[src/rtl/data_memory_arbiter_pkg.sv]
// data_memory_arbiter_pkg: shared encodings and default widths for the data memory arbiter
package data_memory_arbiter_pkg;
    typedef enum logic [1:0] {ARB, LOCKED_A, LOCKED_B} arb_state_e;
    localparam logic REQ_A = 1'b0;
    localparam logic REQ_B = 1'b1;
    localparam int DEF_ADDR_W = 32;
    localparam int DEF_DATA_W = 32;
endpackage

[src/rtl/data_memory_arbiter_rr_pick2.sv]
// rr_pick2: two-way round-robin picker with a forced owner override, one-hot grant out
module rr_pick2 (
    input  logic       ptr,
    input  logic [1:0] req,
    input  logic       force_en,
    input  logic       force_id,
    output logic [1:0] gnt
);
    // forced owner wins alone; otherwise pointer breaks ties and a lone request is granted
    always_comb begin
        gnt = force_en ? (req & (2'b01 << force_id)) : (&req ? (2'b01 << ptr) : req);
    end
endmodule

[src/rtl/data_memory_arbiter.sv]
// data_memory_arbiter: shares a single-port data memory between requesters A and B
module data_memory_arbiter
    import data_memory_arbiter_pkg::*;
#(
    parameter int LOCK_MAX = 8,
    parameter int ADDR_W   = DEF_ADDR_W,
    parameter int DATA_W   = DEF_DATA_W
) (
    input  logic              clk,
    input  logic              reset,
    input  logic              a_req,
    input  logic              b_req,
    input  logic              a_we,
    input  logic              b_we,
    input  logic              a_lock,
    input  logic              b_lock,
    input  logic [ADDR_W-1:0] a_addr,
    input  logic [ADDR_W-1:0] b_addr,
    input  logic [DATA_W-1:0] a_wdata,
    input  logic [DATA_W-1:0] b_wdata,
    output logic              a_gnt,
    output logic              b_gnt,
    output logic              a_rvalid,
    output logic              b_rvalid,
    output logic [DATA_W-1:0] a_rdata,
    output logic [DATA_W-1:0] b_rdata,
    output logic [ADDR_W-1:0] mem_address,
    output logic [DATA_W-1:0] mem_dataIn,
    output logic              mem_writeEnable,
    input  logic [DATA_W-1:0] mem_dataOut
);
    localparam int CW = $clog2(LOCK_MAX);
    localparam logic [CW-1:0] CNT_EXIT = CW'(LOCK_MAX - 2);

    arb_state_e        state_q, state_d;
    logic              ptr_q, ptr_d;
    logic [CW-1:0]     cnt_q, cnt_d;
    logic [ADDR_W-1:0] addr_q, addr_d;
    logic [DATA_W-1:0] wdata_q, wdata_d;
    logic              rpend_q, rpend_d;
    logic              owner_q, owner_d;
    logic [1:0]        req, gnt;
    logic              lock_id, force_en, other_req, any_gnt, gid, g_lock, g_we;
    logic [ADDR_W-1:0] g_addr;
    logic [DATA_W-1:0] g_wdata;

    // requests are masked during reset so nothing is granted or written
    always_comb begin
        req       = reset ? 2'b00 : {b_req, a_req};
        lock_id   = (state_q == LOCKED_B);
        force_en  = (state_q != ARB) && req[lock_id];
        other_req = req[~lock_id];
        any_gnt   = |gnt;
        gid       = gnt[1];
        g_lock    = gid ? b_lock : a_lock;
        g_we      = gid ? b_we : a_we;
        g_addr    = gid ? b_addr : a_addr;
        g_wdata   = gid ? b_wdata : a_wdata;
    end

    rr_pick2 u_pick (
        .ptr      (ptr_q),
        .req      (req),
        .force_en (force_en),
        .force_id (lock_id),
        .gnt      (gnt)
    );

    // memory port follows the grant and holds the last granted address/data when idle
    always_comb begin
        a_gnt           = gnt[0];
        b_gnt           = gnt[1];
        mem_writeEnable = any_gnt && g_we;
        mem_address     = reset ? '0 : (any_gnt ? g_addr : addr_q);
        mem_dataIn      = reset ? '0 : (any_gnt ? g_wdata : wdata_q);
        a_rvalid        = !reset && rpend_q && (owner_q == REQ_A);
        b_rvalid        = !reset && rpend_q && (owner_q == REQ_B);
        a_rdata         = a_rvalid ? mem_dataOut : '0;
        b_rdata         = b_rvalid ? mem_dataOut : '0;
    end

    // lock holding with starvation bound, round-robin pointer and read-return tracking
    always_comb begin
        state_d = state_q;
        ptr_d   = ptr_q;
        cnt_d   = cnt_q;
        addr_d  = any_gnt ? g_addr : addr_q;
        wdata_d = any_gnt ? g_wdata : wdata_q;
        rpend_d = any_gnt && !g_we;
        owner_d = any_gnt ? gid : owner_q;
        if (force_en) begin
            cnt_d = other_req ? cnt_q + 1'b1 : cnt_q;
            if (other_req && cnt_q == CNT_EXIT) begin
                state_d = ARB;
                ptr_d   = ~lock_id;
            end else if (!g_lock) begin
                state_d = ARB;
            end
        end else begin
            ptr_d   = &req ? ~ptr_q : ptr_q;
            state_d = (any_gnt && g_lock) ? (gid ? LOCKED_B : LOCKED_A) : ARB;
            cnt_d   = (any_gnt && g_lock) ? '0 : cnt_q;
        end
    end

    // state registers with synchronous reset
    always_ff @(posedge clk) begin
        if (reset) begin
            state_q <= ARB;
            ptr_q   <= REQ_A;
            cnt_q   <= '0;
            addr_q  <= '0;
            wdata_q <= '0;
            rpend_q <= 1'b0;
            owner_q <= REQ_A;
        end else begin
            state_q <= state_d;
            ptr_q   <= ptr_d;
            cnt_q   <= cnt_d;
            addr_q  <= addr_d;
            wdata_q <= wdata_d;
            rpend_q <= rpend_d;
            owner_q <= owner_d;
        end
    end
endmodule

[config.mk]
export PLATFORM = sky130hd
export DESIGN_NAME = data_memory_arbiter
export DESIGN_NICKNAME = d
export VERILOG_FILES = /design/src/rtl/data_memory_arbiter_pkg.sv /design/src/rtl/data_memory_arbiter_rr_pick2.sv /design/src/rtl/data_memory_arbiter.sv
export SDC_FILE = /design/constraint.sdc
export NUM_CORES = 1
export LEC_CHECK = 0
export BUFFER_PORTS_ARGS = -buffer_cell sky130_fd_sc_hd__buf_4
export CAP_MARGIN = 20
export CORE_AREA = 5 5 114 116
export CTS_CLUSTER_DIAMETER = 120
export DETAILED_ROUTE_END_ITERATION = 12
export DIE_AREA = 0 0 119 121
export PLACE_DENSITY_LB_ADDON = 0.05
export SETUP_SLACK_MARGIN = 0.1
export SLEW_MARGIN = 20
export SYNTH_ARGS = -nofsm -noshare
export SYNTH_HDL_FRONTEND = slang
export SYNTH_SLANG_ARGS = --single-unit
[constraint.sdc]
create_clock -name clk -period 1.74 [get_ports clk]
set_input_delay 0.348 -clock clk [delete_from_list [all_inputs] [get_ports clk]]
set_output_delay 0.348 -clock clk [all_outputs]
set_load 0.01 [all_outputs]
==> reports/results.env <==
GLOBAL_ROUTE.USAGE.TOTAL_PCT=21.6
POWER_FRAC_COMB_PCT=28.5
GRT_ANTENNA_BEFORE_REPAIR=0
POST_SYNTH_INSTANCE_AREA_UM2=3590
DRT-PASS1-ITER-COUNT=4
DRTANTENNAVIOLNETS=0
TIMING.FINAL.CRIT_SHARE_PCT=126
RUN_STATUS='finished, violations left'
FINAL_HOLD_FAILS=0
MAXIMUM_IR_DROP_ON_THE_VDD_RAIL_mV=0.508
FIN_UTIL_PCT=65.2
GRT.MET2_USAGE_PCT=38.9
SORT_OF_ELEMENT_AT_THE_START_OF_THE_CRITICAL_PATH='flip-flop'
SWITCHING_POWER_uW=1270
GRT_SETUP_UNREPAIRED='true'
DRC=0
FINISH.INSTANCE_AREA_UM2=7700
GP_CONGESTION=0.806
VIOLATIONS='setup timing'
CTS.ROOT.BUFFER_CELL='clkbuf_16'
SEQ_POWER_SHARE_PCT=36.8
SHARE_CLK_OF_TOTAL_POWER_PCT=34.8
FIRST_GLOBAL_VIAS=4561
TIMING.MAX_SLEW.REL_SLACK_PCT=69.9
SYN_AVG_CELL_AREA_UM2=10.0
FINAL_LAYOUT_SIZE_SUFFIX_GT1_SHARE_PCT=66.3
N_FILL_CELL=940
START_UTIL_PCT=30.4
DR.FIRST_ITER.DRC_COUNT=239
TIGHTESTPINTRANSITION_PS=446
CTSHTREEMAXLEVEL=3
P_INT_uW=3640
FINAL_NETS=874
SETUP.WORST_PATH.END_CLASS='output pin'
SYNTH_NETS=528
GRT_PASS1_WL_UM=24900
CTS.REPORTEDPATHS.CLKPINSLEW_PS=60
LARGEST_NET_DEGREE_AT_THE_START_OF_GLOBAL_ROUTING=40
FMAXACHIEVABLE_GHz=0.458
IO_BUFFERS=300
GRT_BUSIEST_LAYER='met2'
FINALSETUPVIOLATIONS=137
CTS_MAX_PATH_BUFFERS=2
HPWL_UM=11200
DIE_W_UM=119
NUM_ROWS=40
TIMING_WORST_SETUP_PATH_TYPE='reg2out'
CLOCK_LATENCY_PS=340
TYPE_OF_THE_TIGHTEST_MIN_DELAY_CHECK='in2reg'
DIE_AREA_UM2=14400
CLOCK-SKEW-FINAL_PS=6.18
TRITONCTS='yes'
CTS.SINKS=72
USE_MET3_PCT=6.39
FINALMAXSLEWVIOLATIONS=0
DIE_Y_UM=121
WORST_EP_REQUIRED_TIME_PS=1390
SYNTH_CELL_TYPE_COUNT=35
GRT_USE_MET1_PCT=24.9
N_ANTENNA_CELL=0
PWR_DENSITY_CELL_nW_PER_UM2=638
CRITICAL_PATH_PEAK_FANOUT=15
ROUTED_WL_UM=16800
ROUTE.DETAILED.WL_PER_INST_UM=19.6
WORST-ENDPOINT-ARRIVAL_PS=1840
DETAIL_ROUTE.VIAS_PER_CELL=5.17
PLACEDINSTANCEAREA_UM2=6370
ROUTED-VIA-COUNT=4427
RRSETUPSLACK_PS=-140
FLOPS_LATCHES_SYNTH=72
AREA_GROWTH_SYN_TO_LAYOUT_PCT=114
IO_PINS=301
SYNTH_WARNINGS=0
SWSHARE_PCT=25.9
TRITONCTS.NUM_BUFFERS=9
P_LEAK_uW=0.00351
SEQ_AREA_FRAC_SYNTH_PCT=40.1
FINAL_CRITICAL_PATH_SETUP_SLACK_PS=-444
SYNTHESIS.INSTANCES=358
MAX_CAP_VIOL_COUNT=0
GLOBALROUTE.TOTALOVERFLOW=0
FP.COREAREA_UM2=11800
TIMING.FINAL.CRIT_PERIOD_PS=2180
[cell usage after synthesis]
cell type | n | area [um^2]
dfxtp_1 | 72 | 1440
a221o_1 | 64 | 641
nand2_1 | 3 | 11.3
o221ai_1 | 1 | 8.76
a32o_1 | 2 | 20.0
inv_1 | 2 | 7.51
and2_1 | 64 | 400
o21ai_1 | 1 | 5.00
xnor2_1 | 2 | 17.5
a211oi_4 | 1 | 20.0
mux2_2 | 1 | 11.3
ha_1 | 2 | 25.0
nor4_1 | 1 | 6.26
clkbuf_1 | 27 | 101
nand3b_1 | 2 | 15.0
nor3_1 | 2 | 10.0
mux2i_1 | 1 | 10.0
and3_1 | 2 | 12.5
o22ai_1 | 1 | 6.26
o211ai_1 | 1 | 7.51
a211oi_1 | 2 | 15.0
buf_4 | 3 | 22.5
nor3b_1 | 3 | 22.5
or2_2 | 1 | 6.26
inv_2 | 1 | 3.75
a21oi_1 | 4 | 20.0
o21bai_4 | 1 | 18.8
nor4b_1 | 65 | 569
a21o_1 | 2 | 15.0
and3b_1 | 2 | 17.5
nor2b_1 | 2 | 12.5
nor2_1 | 5 | 18.8
buf_1 | 1 | 3.75
buf_2 | 13 | 65.1
o21ai_0 | 1 | 5.00
[worst paths after layout]
check	cells past startpoint	end	startpoint
max reg2reg	7	state_q[1]	state_q[0]
min	2	addr_q[24]	b_addr[24]
min reg2reg	2	owner_q	owner_q
max	6	mem_address[7]	state_q[0]
[power groups by stage]
| stage | logic (uW) | clock network, uW | registers [uW] |
|---|---|---|---|
| after global routing | 1480 | 1830 | 1820 |
| after floorplan | 470 | 0 | 1830 |
| final | 1400 | 1710 | 1810 |
| after global placement | 1160 | 0 | 1840 |
| after detailed placement | 1170 | 0 | 1840 |
| after CTS | 1330 | 1750 | 1810 |
[per-layer routing]
| layer | part of all wire, % | vias up |
|---|---|---|
| li1 | - | 2102 |
| met1 | 38 | 2128 |
| met2 | 53 | 179 |
| met3 | 7.7 | 18 |
| met4 | 1.4 | 0 |
| met5 | 0 | - |
[kinds of logic (layout without fill, tap and decap cells)]
| kind of cell | after synthesis | after routing | share of synthesized area [%] |
|---|---|---|---|
| mux | 2 | 2 | 0.592 |
| simple gates | 152 | 152 | 30.7 |
| compound gates | 81 | 81 | 21.8 |
| flops | 72 | 72 | 40.1 |
| buf+inv | 47 | 398 | 5.68 |
| fa+ha+maj | 2 | 2 | 0.696 |
| xor+xnor | 2 | 2 | 0.488 |
[through the flow]
stage	total power, uW	hold WS (ps)	TNS (ps)	instances	worst slack [ps]
after floorplan	2300	492	0	358	71.6
after global placement	2990	514	-6650	808	-200
after detailed placement	3010	534	-6890	808	-157
after CTS	4890	250	-31250	844	-434
after global routing	5130	264	-40720	856	-532
final	4910	272	-32450	856	-444
[cell type report]
class,instances,area (um^2),area share [%]
clock buffers,14,254,3.30
clock inverters,2,15.0,0.195
inverters,3,11.3,0.146
multi-input cells,239,2180,28.3
flip-flops and latches,72,1450,18.8
well taps,147,184,2.39
repair buffers,379,3610,46.8
[placed cells by master (no fill, tap or decap), types with 2 or more instances in the layout]
cell        instances
nor2_1              5
and2_1              7
and3_1              2
dfxtp_2             3
a32o_1              2
nand2_1             3
nor4b_2             3
clkbuf_1            4
buf_6             132
a21o_1              2
buf_4             229
nor4b_1            62
nor3b_4             2
clkbuf_16          10
a21oi_1             4
a221o_1            64
and2_4             57
buf_16              3
nand3b_1            2
buf_12             13
inv_1               2
ha_1                2
clkinvlp_4          2
xnor2_1             2
a211oi_2            2
dfxtp_1            68
[registers in the layout, summed over array words and instances (netlist names)]
name and count:
cnt_q 3, wdata_q 32, ptr_q 1, owner_q 1
state_q 2, addr_q 32, rpend_q 1
[critical path, cell delays in order, from the launching register on]
cell and delay (ps):
dfxtp_4 350, o21bai_4 180, a211oi_4 300, buf_6 190, buf_12 150, a221o_1 200
buf_6 120
[timing repair]
item                                    4_1_cts  5_1_grt
endpoints found under the setup margin      137      139
pin swaps                                    52       54
buffers inserted                             11       17
gates cloned                                  9        1
hold buffers                                  0        0
gates resized for setup                     166       50
Power figures use the tool's default switching activity.
